`src/rtl/truth_table_sweeper.sv`:
```
// rtl/truth_table_sweeper.sv - exhaustive input sweeper and truth-table capture for a small combinational block (optional checker: SWEEP_CHECK_EN)
module truth_table_sweeper #(
    parameter int N_IN          = 4,
    parameter int SETTLE_CYCLES = 2
) (
    input  logic                   clk,
    input  logic                   rst_n,
    input  logic                   start,
    input  logic                   abort,
    input  logic                   f_in,
`ifdef SWEEP_CHECK_EN
    input  logic [(2**N_IN)-1:0]   expected_in,
    output logic                   mismatch,
    output logic [N_IN-1:0]        fail_idx,
`endif
    output logic [N_IN-1:0]        vec_out,
    output logic                   busy,
    output logic                   done,
    output logic [(2**N_IN)-1:0]   table_out,
    output logic [N_IN:0]          ones_count
);

    localparam int N_VEC = 2 ** N_IN;
    // A settle time of one cycle still needs a one-bit counter to exist.
    localparam int CNT_W = (SETTLE_CYCLES > 1) ? $clog2(SETTLE_CYCLES) : 1;
    localparam logic [N_IN-1:0]  LAST_VEC = N_IN'(N_VEC - 1);
    localparam logic [CNT_W-1:0] CNT_LAST = CNT_W'(SETTLE_CYCLES - 1);

    typedef enum logic [1:0] {
        S_IDLE = 2'd0,
        S_RUN  = 2'd1,
        S_DONE = 2'd2
    } state_t;

    state_t           state;
    logic [CNT_W-1:0] settle_cnt;

`ifdef SWEEP_CHECK_EN
    logic [N_VEC-1:0] expected_q;
`endif

    // Sweep sequencer: holds each vector for SETTLE_CYCLES, samples f_in on the last cycle.
    always_ff @(posedge clk or negedge rst_n) begin
        if (!rst_n) begin
            state      <= S_IDLE;
            settle_cnt <= '0;
            vec_out    <= '0;
            busy       <= 1'b0;
            done       <= 1'b0;
            table_out  <= '0;
            ones_count <= '0;
`ifdef SWEEP_CHECK_EN
            expected_q <= '0;
            mismatch   <= 1'b0;
            fail_idx   <= '0;
`endif
        end else begin
            case (state)
                S_IDLE: begin
                    done <= 1'b0;
                    // abort has priority so a simultaneous start/abort is a no-op.
                    if (start && !abort) begin
                        state      <= S_RUN;
                        busy       <= 1'b1;
                        vec_out    <= '0;
                        settle_cnt <= '0;
                        table_out  <= '0;
                        ones_count <= '0;
`ifdef SWEEP_CHECK_EN
                        expected_q <= expected_in;
                        mismatch   <= 1'b0;
                        fail_idx   <= '0;
`endif
                    end
                end

                S_RUN: begin
                    if (abort) begin
                        // Partial table and count are deliberately kept for inspection.
                        state      <= S_IDLE;
                        busy       <= 1'b0;
                        vec_out    <= '0;
                        settle_cnt <= '0;
                    end else if (settle_cnt != CNT_LAST) begin
                        settle_cnt <= settle_cnt + 1'b1;
                    end else begin
                        table_out[vec_out] <= f_in;
                        ones_count         <= ones_count + {{N_IN{1'b0}}, f_in};
                        settle_cnt         <= '0;
`ifdef SWEEP_CHECK_EN
                        if (f_in != expected_q[vec_out]) begin
                            mismatch <= 1'b1;
                            if (!mismatch) begin
                                fail_idx <= vec_out;
                            end
                        end
`endif
                        // The only wrap of vec_out back to 0 happens here, on sweep completion.
                        if (vec_out == LAST_VEC) begin
                            state   <= S_DONE;
                            busy    <= 1'b0;
                            done    <= 1'b1;
                            vec_out <= '0;
                        end else begin
                            vec_out <= vec_out + 1'b1;
                        end
                    end
                end

                S_DONE: begin
                    // One-cycle completion pulse; start is not honoured here.
                    done  <= 1'b0;
                    state <= S_IDLE;
                end

                default: begin
                    state      <= S_IDLE;
                    busy       <= 1'b0;
                    done       <= 1'b0;
                    vec_out    <= '0;
                    settle_cnt <= '0;
                end
            endcase
        end
    end

endmodule

```
`config.mk`:
```
export PLATFORM = sky130hd
export DESIGN_NAME = truth_table_sweeper
export DESIGN_NICKNAME = d
export VERILOG_FILES = /design/src/rtl/truth_table_sweeper.sv
export SDC_FILE = /design/constraint.sdc
export NUM_CORES = 1
export LEC_CHECK = 0
export BUFFER_PORTS_ARGS = -buffer_cell sky130_fd_sc_hd__buf_2
export CAP_MARGIN = 10
export CORE_UTILIZATION = 51
export DETAILED_ROUTE_END_ITERATION = 7
export GPL_TIMING_DRIVEN = 0
export PLACE_DENSITY = 0.75
export SLEW_MARGIN = 40
export SYNTH_ARGS = -nofsm -noshare
export SYNTH_HDL_FRONTEND = slang
export SYNTH_SLANG_ARGS = --single-unit
```
`constraint.sdc`:
```
create_clock -name clk -period 3.5 [get_ports clk]
set_clock_uncertainty 0.15 [all_clocks]
set_input_delay 0.7 -clock clk [delete_from_list [all_inputs] [get_ports clk]]
set_output_delay 0.7 -clock clk [all_outputs]
set_load 0.02 [all_outputs]
```
; ---- Yosys cells after proc, flatten, opt, wreduce, memory -nomap -nowiden
; Index checks and enable logic that the tools add are counted.
[totals]
register_bits = 30
inputBits = 5
out_inout_bits = 27
word_cells = 67
[classes]
n_addsub = 3
n_lt_le_gt_ge = 2
eq_ne = 9
n_mux = 34
bitwise_logic = 1
n_reduce_logical = 11
[op_table]
columns = operator, n
row1 = two-way mux 16 bit, 3
row2 = one-hot mux 16 bit (2 select lines), 1
row3 = bitwise mux 16 bit, 1
row4 = two-way mux 4 bit, 4
row5 = two-way mux 5 bit, 3
row6 = two-way mux 1 bit, 12
row7 = one-hot mux 4 bit (3 select lines), 1
row8 = one-hot mux 5 bit (2 select lines), 1
row9 = AND reduction 3 bit, 3
row10 = two-way mux 2 bit, 4
row11 = "!= test 2 bit, second input constant", 4
row12 = AND reduction 4 bit, 2
row13 = "!= test 3 bit, second input constant", 2
row14 = one-hot mux 1 bit (3 select lines), 2
row15 = adder 5 x 1 -> 5 bit, 1
row16 = "less-than comparator 4 x 5 -> 1 bit, second input constant", 1
row17 = "adder 4 x 1 -> 4 bit, second input constant", 1
row18 = demux 1 bit (select 4 bit), 1
row19 = "== test 4 bit, second input constant", 1
row20 = ">= comparator 4 x 1 -> 1 bit, second input constant", 1
row21 = one-hot mux 2 bit (2 select lines), 1
row22 = "== test 2 x 1 -> 1 bit, second input constant", 1
row23 = "== test 2 bit, second input constant", 1
row24 = logical AND 1 bit, 2
row25 = 6 further kinds, 6

; ---- Depth between registers and ports, before layout
; Gate-level depths: netlist (run 1).
[logic_depth]
ltp_word = 8
depth_mapped = 5
depth_no_buf = 5

; ---- Worst setup path after synthesis (run 1)
; OpenSTA, ideal clock, no wires.
[synth_timing]
path_type = input -> register
start = in abort
end = reg table_out[15]
setup_ns = 0.121
arrival_ns = 1.580
t_required_ns = 3.229
path_slack_ns = 1.649
stages = 4
path_buffers = 1
path_cell_list = nor4b_4 > buf_6 > o22ai_1 > a22o_1
[synth_between]
elab_chain_cells = 4
elab_cells_between_ends = 5
cone_classes = eq/ne (2) / reduce/logical (3)
[synth_rtl]
columns = item, line_no
row1 = from (decl), 9  ; input logic abort,
row2 = logical NOT 1 bit, 62  ; if (start && !abort) begin
row3 = logical AND 1 bit, 62
row4 = != test 2 bit (no source line), -
row5 = AND reduction 4 bit (no source line) *, -
row6 = "to (signal, indexed assignment)", 87  ; table_out[vec_out] <= f_in;
row7 = to (decl), 19  ; output logic [(2**N_IN)-1:0] table_out,
; Every way passes the cells marked *; elsewhere a longest branch is shown, timed or not.
; A chain may end at the register's enable or synchronous reset.

; ---- Worst setup path after layout (run 1)
[layout_timing]
start = reg vec_out[2]
end = out vec_out[2]
[layout_rtl]
columns = item, line_no
row1 = from (decl), 16  ; output logic [N_IN-1:0] vec_out,
row2 = from (signal assigned), 105  ; vec_out <= vec_out + 1'b1;
; No word-level cell between the ends.

==> results of run 1 <==
==> routing by layer <==
layer / global-route usage / share of wire
met1: 0.295 / 0.46
met2: 0.377 / 0.47
met3: 0.0462 / 0.043
met4: 0.112 / 0.022
met5: 0 / 0
==> stage by stage <==
| stage | total power (µW) | area (µm²) | std cells | hold WS [ps] | util |
|---|---|---|---|---|---|
| after global placement | 483 | 1860 | 227 | 308 | 0.610 |
| after detailed placement | 487 | 1860 | 227 | 322 | 0.610 |
| after global routing | 728 | 1920 | 235 | 278 | 0.630 |
| after floorplan | 451 | 1650 | 152 | 254 | - |
| after CTS | 704 | 1920 | 235 | 250 | 0.630 |
| final | 696 | 1920 | 235 | 224 | 0.630 |
==> kinds of logic (layout without fill, tap and decap cells) <==
kind of cell,Yosys count,after routing
fa+ha+maj,6,6
compound gates,38,38
flops,30,30
mux,9,9
simple gates,53,53
buf+inv,16,55
==> path summary, 6_finish.rpt <==
kind,startpoint,endpoint,slack [ps],cells past startpoint
hold reg to reg,done,done,340,1
hold / removal,rst_n,ones_count[4],220,1
setup reg to reg,state[1],table_out[11],1660,5
max in group asynchronous,rst_n,table_out[3],2540,1
setup / recovery,vec_out[2],vec_out[2],1620,1
min in group clk,done,done,340,1
==> cell usage after synthesis (all sizes together) <==
cell type  count
a211o          2
a21o           3
a22o          10
a2bb2oi        2
and3           4
and3b          3
and4           1
and4bb         1
buf            7
clkbuf         4
dfrtp         30
ha             6
inv            5
mux2           1
mux2i          8
nand2         15
nand2b         2
nand3          3
nand3b         2
nand4          3
nand4bb        1
nor2           4
nor2b          1
nor3           5
nor3b          2
nor4           1
nor4b          1
o211ai        11
o22ai          8
o2bb2ai        1
o31ai          1
or3b           1
or4            2
or4b           1
==> final cells by class <==
type,instances,area (µm²),area share
flip-flops and latches,30,751,0.390
multi-input cells,106,812,0.422
repair buffers,31,155,0.0807
inverters,5,18.8,0.00976
clock buffers,7,55.1,0.0286
well taps,44,55.1,0.0286
clock inverters,1,5.00,0.00260
plain buffers,11,71.3,0.0371
==> registers in the layout (all words and copies together), names as in the netlist <==
| signal | count |
|---|---|
| table_out | 16 |
| ones_count | 5 |
| vec_out | 4 |
| state | 2 |
| busy | 1 |
| done | 1 |
| settle_cnt | 1 |
==> power by group through the flow <==
stage	clock, µW	combinational, µW	sequential [µW]
after global routing	236	124	368
final	216	114	367
after detailed placement	0	113	374
after CTS	223	114	367
after floorplan	0	67.9	383
after global placement	0	110	373
==> reports/results.txt, run 1 <==
status: completed
clock share of power: 0.310
Min-Delay Path Class: primary input to asynchronous set/reset pin
Avg Cell Area, Syn: 10.9 µm²
IO Port Bufs: 31
Max Clock Freq: 531 MHz
max cap viols: 0
power share of the sequential group: 0.527
Critical Path Start Type: flip-flop
slew at the pin with the worst max-slew slack: 650 ps
crit-path max cell delay: 490 ps
Max Root-Sink Buffers: 2
initial antenna violation count: 0
Worst EP required: 2650 ps
gpl congestion: 0.855
drt initial violations: 68
Final Hold Viols: 0
critical path peak fanout: 9
Synth top area share: 0.454
Worst Path Arrival: 1030 ps
Post-Route WL: 3560 µm
# H-tree levels: 2
die width: 58.9 µm
pre-CTS setup slack: 1320 ps
commonest non-fill, non-tap cell in the layout: buf_2
unrepaired setup endpoints after global routing: no
CTS tree: yes
total track usage: 0.232
layout cell share with drive strength beyond 1: 0.283
Buf/Inv on CP: 1
CP endpoint kind: primary output
sequential-to-total area share from yosys stat: 0.454
pin count of the biggest net entering global routing: 31
HPWL after DPL: 2590 µm
nets: 201
Net Count, Synth: 163
Vert. Die Dim: 58.9 µm
Distinct cells, synth: 39
final number of max-transition violations: 0
vias in the first global route: 1,268
diode count: 0
Vias per Instance: 5.84
# setup viols final: 0
post-synthesis simple-gate area fraction: 0.207
worst-skew pair later-pin latency: 330 ps
Synth-to-Final Area Change: 16.4%
root buf cell: clkbuf_4
commonest non-fill, non-tap cells in the layout: buf_2 (34), dfrtp_1 (30), nand2_1 (15), o211ai_1 (10), a22o_1 (10)
multiplexer area fraction after synthesis: 0.0553
Internal: 497 µW
Adder-Cell Fraction of Synth Area: 0.0454
fin crit share: 0.538
Worst VDD drop: 0.227 mV
Comb power frac: 0.163
ranking of synthesized cells by area: dfrtp_1 (45%), a22o_1 (5.3%), mux2i_1 (4.8%), ha_1 (4.5%), o211ai_1 (4.5%)
Synth Area in Compound Gates: 0.184
Worst path top cell family by delay: flip-flops
Syn Inst Count: 152
Setup CP Type: flip-flop to primary output
IO Pins: 32
num rows: 20
Crit-path slowest cell: dfrtp_1
Clock transition at path regs: 100 ps
Post-Synth XOR/XNOR Area: 0
Net Sw Power: 199 µW
Max-slew headroom: 0.566
main combinational cell family by area after synthesis: simple AND/OR/NAND/NOR gates
crit path time final: 1880 ps
synth warn: 0
Pleak: 0.00103 µW
dominant cell type by area after synthesis: dfrtp_1
first-pass GRT wire length: 5880 µm
Cell Area, Synth: 1650 µm²
worst setup margin: 1620 ps
cts hold-fix bufs: 0
wire length per cell: 15.2 µm
CTS buffer count: 5
filler cell count in the final layout: 267
Starting Density: 0.541
residual DRC count: 0
antenna-violating nets left: 0
vias: 1,373
Sinks on Clock Net: 30
CP Cell Sequence: buf_2
Core ar.: 3050 µm²
setup_tns: 0 ps
setup bufs post-CTS: 0
DIE AREA: 3470 µm²
grt ovf: 0
P per Cell Area: 362 nW/µm²
Sw Ratio: 0.286
DR pass1 iterations: 4
Synth Register Bits: 30
Post-CTS Resized: 0
Power figures use the tool's default switching activity.
==> inputs of run 2 (changes only) <==
Settings changed: CORE_UTILIZATION 51 to 49.
Clock period 3.5 ns to 1.7 ns, I/O delays scaled along.
==> run 2 against run 1 <==
  * Die area is 3.9% higher
  * Clock power is 110% higher
  * Critical path depth is 3 higher
  * Count of clock-buffer cells in the layout stayed put
  * Sequential power is 110% higher
==> reports/results.txt, run 2 (synthesis gave the netlist of run 1 again) <==
DR pass1 iterations: 4 (unchanged)
Worst path top cell family by delay: compound AO/OA/AOI/OAI gates
layout cell share with drive strength beyond 1: 0.356 (+0.0729)
nets: 204 (+1.5%)
final instance area: 1990 µm² (+3.5%)
slew at the pin with the worst max-slew slack: 682 ps (+31.4 ps)
final core utilization: 0.636 (+0.00648)
# setup viols final: 0 (unchanged)
Max Root-Sink Buffers: 2 (unchanged)
filler cell count in the final layout: 275 (+3.0%)
Setup CP Type: flip-flop to flip-flop
vias: 1,384 (+0.80%)
HPWL after DPL: 2580 µm (-0.45%)
Crit-path slowest cell: dfrtp_2
crit-path max cell delay: 430 ps (-60 ps)
drt initial violations: 33 (-51%)
antenna-violating nets left: 0 (unchanged)
Vert. Die Dim: 60.1 µm (+2.0%)
RR Startpoint: state[0]
CP endpoint kind: flip-flop
die width: 60.1 µm (+2.0%)
wire length per cell: 15.7 µm (+3.6%)
Register Area: 753 µm² (+0.33%)
Pleak: 0.00105 µW (+2.7%)
diode count: 0 (unchanged)
critical path peak fanout: 6 (-3)
largest registers: table_out: 16 flops, ones_count: 5 flops, vec_out: 4 flops
root buf cell: clkbuf_4
CP Cell Sequence: buf_6, or3b_1, o22ai_1, a22o_1
P per Cell Area: 730 nW/µm² (+100%)
CTS buffer count: 5 (unchanged)
Core ar.: 3130 µm² (+2.5%)
Final Hold Viols: 0 (unchanged)
IO Port Bufs: 31 (unchanged)
fin crit share: 0.981
crit path time final: 1670 ps
vias in the first global route: 1,297 (+2.3%)
Worst EP required: 1810 ps (-840 ps)
worst-skew pair later-pin latency: 320 ps (about the same)
first-pass GRT wire length: 6040 µm (+2.8%)
Setup crit start: state[0]
commonest non-fill, non-tap cells in the layout: buf_2 (33), dfrtp_1 (28), nand2_1 (15), o211ai_1 (10), a22o_1 (10)
grt ovf: 0 (unchanged)
DP Area: 1860 µm² (unchanged)
Starting Density: 0.528 (-0.0130)
DIE AREA: 3610 µm² (+3.9%)
Critical Path Start Type: flip-flop
max FFs per register: 16 (unchanged)
area used by multi-input combinational logic: 838 µm² (+3.2%)
Worst VDD drop: 0.399 mV (+76%)
IO Pins: 32 (unchanged)
Vias per Instance: 5.82 (-0.47%)
CTS tree: yes
Sinks on Clock Net: 30 (unchanged)
Clock transition at path regs: 90 ps (about the same)
Post-Route WL: 3740 µm (+4.9%)
Worst Path Arrival: 1780 ps (+750 ps)
max cap viols: 0 (unchanged)
largest register by flop count: table_out
gpl congestion: 0.865 (+1.1%)
Max-slew headroom: 0.545 (-0.0210)
num rows: 20 (unchanged)
initial antenna violation count: 0 (unchanged)
Buf/Inv on CP: 1 (unchanged)
pin count of the biggest net entering global routing: 31 (unchanged)
total track usage: 0.230 (-0.00220)
residual DRC count: 0 (unchanged)
Final Power: 1450 µW (+110%)
Synth-to-Final Area Change: 20.4%
commonest non-fill, non-tap cell in the layout: buf_2
status: completed
# H-tree levels: 2 (unchanged)
unrepaired setup endpoints after global routing: yes
final number of max-transition violations: 0 (unchanged)
Min-Delay Path Class: primary input to flip-flop
worst hold start: f_in
Max Clock Freq: 600 MHz
## run 2: tightest hold or removal path: cells and delay by family
kind | cells | cell delay [ps]
fa+ha+maj | 1 | 130
buf+inv | 1 | 90
compound gates | 1 | 120
## run 2: layer usage
layer,part of all wire,GRT usage,up-vias
met1,0.46,0.303,679
met3,0.037,0.0628,11
li1,-,-,661
met2,0.47,0.362,33
met4,0.024,0.0764,0
met5,0,0,-
## run 2: layout make-up
class	count	share of cell area
repair buffers	36	0.0968
flip-flops and latches	30	0.378
plain buffers	9	0.0365
clock inverters	1	0.00251
well taps	44	0.0277
inverters	5	0.00943
clock buffers	7	0.0277
multi-input cells	106	0.421
## run 2: report_power, final
group	total (µW)	leakage (µW)	internal [µW]	switching, µW
Clock	444	0.0000353	200	244
Combinational	242	0.000609	97.5	144
Sequential	768	0.000411	738	30.3
## run 2: worst paths after layout
path	to	slack, ps	cells past startpoint
max	vec_out[1]	30	4
min	ones_count[0]	240	3
max reg2reg	vec_out[1]	30	4
min reg2reg	done	340	1
max in group asynchronous	settle_cnt	480	2
min in group asynchronous	table_out[5]	420	2
## run 2: stage by stage
step	std cells	setup TNS, ps	setup slack, ps	hold WS, ps
5_1_grt	238	-101	-24.0	261
6_report	238	0	32.4	241
4_1_cts	237	0	4.74	236
3_5_place_dp	227	-1820	-179	265
3_3_place_gp	227	-1230	-149	248
2_1_floorplan	152	0	27.7	-106
## run 2: timing repair
action,CTS,global route
hold endpoints to repair,30,0
resized for setup,5,10
pin swaps,2,2
endpoints found under the setup margin,22,17
buffers inserted,3,0
hold buffers,1,0
gates cloned,0,1
==> inputs of run 3 (changes only) <==
Settings changed: ABC_AREA set to 1, CORE_UTILIZATION 49 to 50, PLACE_DENSITY 0.75 to 0.76, RECOVER_POWER set to 100.
==> run 3 against run 2 <==
  * Non-clock buffer count decreased by 6
  * First-iteration DRC count increased by 110%
  * Synthesized cell count increased by 49%
  * Global-route usage increased by 0.14 points
  * Critical path depth decreased by 3
  * Sequential power decreased by 0.7%
  * Combinational power increased by 35%
  * Final cell count increased by 32%
  * Critical path type is now flip-flop to primary output
  * Largest cell class unchanged
==> reports/results.txt, run 3 <==
CP Cell Sequence: clkbuf_1
antenna-violating nets left: 0 (unchanged)
Worst EP required: 1210 ps (-600 ps)
sequential-to-total area share from yosys stat: 0.428 (-0.0259)
commonest non-fill, non-tap cell in the layout: nand2_1
max cap viols: 0 (unchanged)
# H-tree levels: 2 (unchanged)
diode count: 0 (unchanged)
layout cell share with drive strength beyond 1: 0.142 (-0.213)
Comb power frac: 0.214 (+0.048)
Worst path top cell family by delay: flip-flops
Max-slew headroom: 0.525 (-0.0208)
Distinct cells, synth: 22 (-44%)
ys async rst share: 1.00 (unchanged)
DR pass1 iterations: 4 (unchanged)
Min-Delay Path Class: primary input to flip-flop
nets: 277 (+36%)
Max Clock Freq: 622 MHz (+3.8%)
vias: 1,585 (+15%)
largest registers: table_out: 16 flops, ones_count: 5 flops, vec_out: 4 flops
pre-CTS setup slack: 61.9 ps (+241 ps)
final number of max-transition violations: 0 (unchanged)
Syn Inst Count: 227 (+49%)
Final Hold Viols: 0 (unchanged)
# setup viols final: 0 (unchanged)
Top FF cell, synth: dfrtp_1
first-pass GRT wire length: 6280 µm (+3.9%)
drt initial violations: 69 (+110%)
wire length per cell: 11.8 µm (-25%)
crit-path max cell delay: 530 ps (+100 ps)
P per Cell Area: 762 nW/µm² (+4.4%)
Internal: 1040 µW (+0.26%)
power share of the sequential group: 0.500 (-0.028)
DIE AREA: 3750 µm² (+3.8%)
final instance area: 2000 µm² (+0.63%)
crit path time final: 1610 ps (-61.0 ps)
root buf cell: clkbuf_4
worst setup margin: 93.4 ps (+61.0 ps)
Synth-to-Final Area Change: 14.3%
slew at the pin with the worst max-slew slack: 713 ps (+31.2 ps)
pin count of the biggest net entering global routing: 31 (unchanged)
Net Sw Power: 489 µW (+17%)
Commonest cells post-synth: nand2_1 (82), dfrtp_1 (30), nand3_1 (30)
Synth Register Bits: 30 (unchanged)
CP endpoint kind: primary output
status: completed
Critical Path Start Type: flip-flop
CTS buffer count: 5 (unchanged)
Max Root-Sink Buffers: 2 (unchanged)
Net Count, Synth: 238 (+46%)
dominant cell type by area after synthesis: dfrtp_1
initial antenna violation count: 0 (unchanged)
total track usage: 0.231 (+0.00143)
vias in the first global route: 1,428 (+10%)
Cell Area, Synth: 1750 µm² (+6.1%)
num rows: 21 (+5.0%)
die width: 61.2 µm (+1.9%)
Sw Ratio: 0.320 (+0.0324)
EDFF count, synth: 0 (unchanged)
Starting Density: 0.525 (-0.00309)
Synth top area share: 0.428 (-0.0259)
grt ovf: 0 (unchanged)
synth warn: 0 (unchanged)
unrepaired setup endpoints after global routing: yes
Pleak: 0.000951 µW (-9.9%)
clock share of power: 0.286 (-0.019)
Crit-path slowest cell: dfrtp_2
Post-Route WL: 3690 µm (-1.2%)
Worst VDD drop: 0.489 mV (+23%)
HPWL after DPL: 2740 µm (+6.4%)
largest register by flop count: table_out
Vias per Instance: 5.06 (-13%)
ranking of synthesized cells by area: dfrtp_1 (43%), nand2_1 (18%), nand3_1 (8.6%), ha_1 (4.3%), nand4_1 (3.2%)
CTS tree: yes
Clock transition at path regs: 100 ps (about the same)
Vert. Die Dim: 61.2 µm (+1.9%)
Avg Cell Area, Syn: 7.72 µm² (-29%)
setup_tns: 0 ps (unchanged)
worst-skew pair later-pin latency: 330 ps (about the same)
critical path peak fanout: 8 (+2)
fin crit share: 0.945 (-0.0359)
Buf/Inv on CP: 1 (unchanged)
commonest non-fill, non-tap cells in the layout: nand2_1 (84), nand3_1 (30), dfrtp_1 (29), clkbuf_1 (27)
gpl congestion: 0.843 (-2.5%)
Setup CP Type: flip-flop to primary output
Core ar.: 3340 µm² (+6.7%)
IO Pins: 32 (unchanged)
Worst Path Arrival: 1120 ps (-660 ps)
top-count cell post-synth: nand2_1
IO Port Bufs: 31 (unchanged)
residual DRC count: 0 (unchanged)
DP Area: 1970 µm² (+5.5%)
max FFs per register: 16 (unchanged)
Sinks on Clock Net: 30 (unchanged)
run 3: through the flow:
step / utilization / std cells / hold WS (ps) / power (µW)
floorplan: - / 227 / -106 / 1010
global placement: 0.589 / 304 / 256 / 1100
detailed placement: 0.589 / 304 / 258 / 1110
CTS: 0.610 / 313 / 239 / 1540
global route: 0.600 / 313 / 277 / 1610
finish: 0.600 / 313 / 241 / 1530
run 3: worst paths after layout:
kind,cells after the start,start,slack (ps),end
min in group asynchronous,2,rst_n,440,vec_out[2]
hold reg to reg,2,busy,330,busy
hold / removal,4,abort,240,state[1]
setup / recovery,1,vec_out[3],90,vec_out[3]
setup reg to reg,8,vec_out[0],120,vec_out[3]
max in group asynchronous,2,rst_n,460,vec_out[3]
run 3: what timing repair did:
item                       in CTS  in global routing
setup endpoints to repair       1                  6
buffers inserted                0                  0
hold endpoints to repair       30                  0
hold buffers                    1                  0
gates resized for setup         1                  3
run 3: cell families (layout without fill, tap and decap cells):
group	after synthesis	after routing	synth area share
adders and majority gates	6	6	0.0428
buffers and inverters	23	63	0.0685
and+or+nand+nor	151	151	0.406
xor gates and xnor gates	2	2	0.00999
DFF	30	30	0.428
AOI/OAI and AO/OA	15	15	0.0443
run 3: per-layer routing:
layer | wire, µm | GRT usage | up-vias
met3 | 202 | 0.0567 | 8
met5 | 0 | 0 | -
met1 | 1750 | 0.301 | 715
met4 | 73 | 0.107 | 0
li1 | - | - | 812
met2 | 1670 | 0.362 | 50
run 3: power groups by stage:
stage               clock (µW)  combinational, µW  sequential (µW)
floorplan                    0                215              799
global placement             0                328              775
detailed placement           0                335              776
CTS                        443                338              763
global route               468                372              769
finish                     436                327              763
run 3: final cells by class:
type / instances / area (µm²)
Inverter: 16 / 60.1
Sequential cell: 30 / 752
Clock inverter: 1 / 5.00
Buffer: 7 / 55.1
Fill cell: 326 / 1330
Clock buffer: 7 / 55.1
Multi-Input combinational cell: 174 / 885
Tap cell: 46 / 57.6
Timing Repair Buffer: 32 / 134
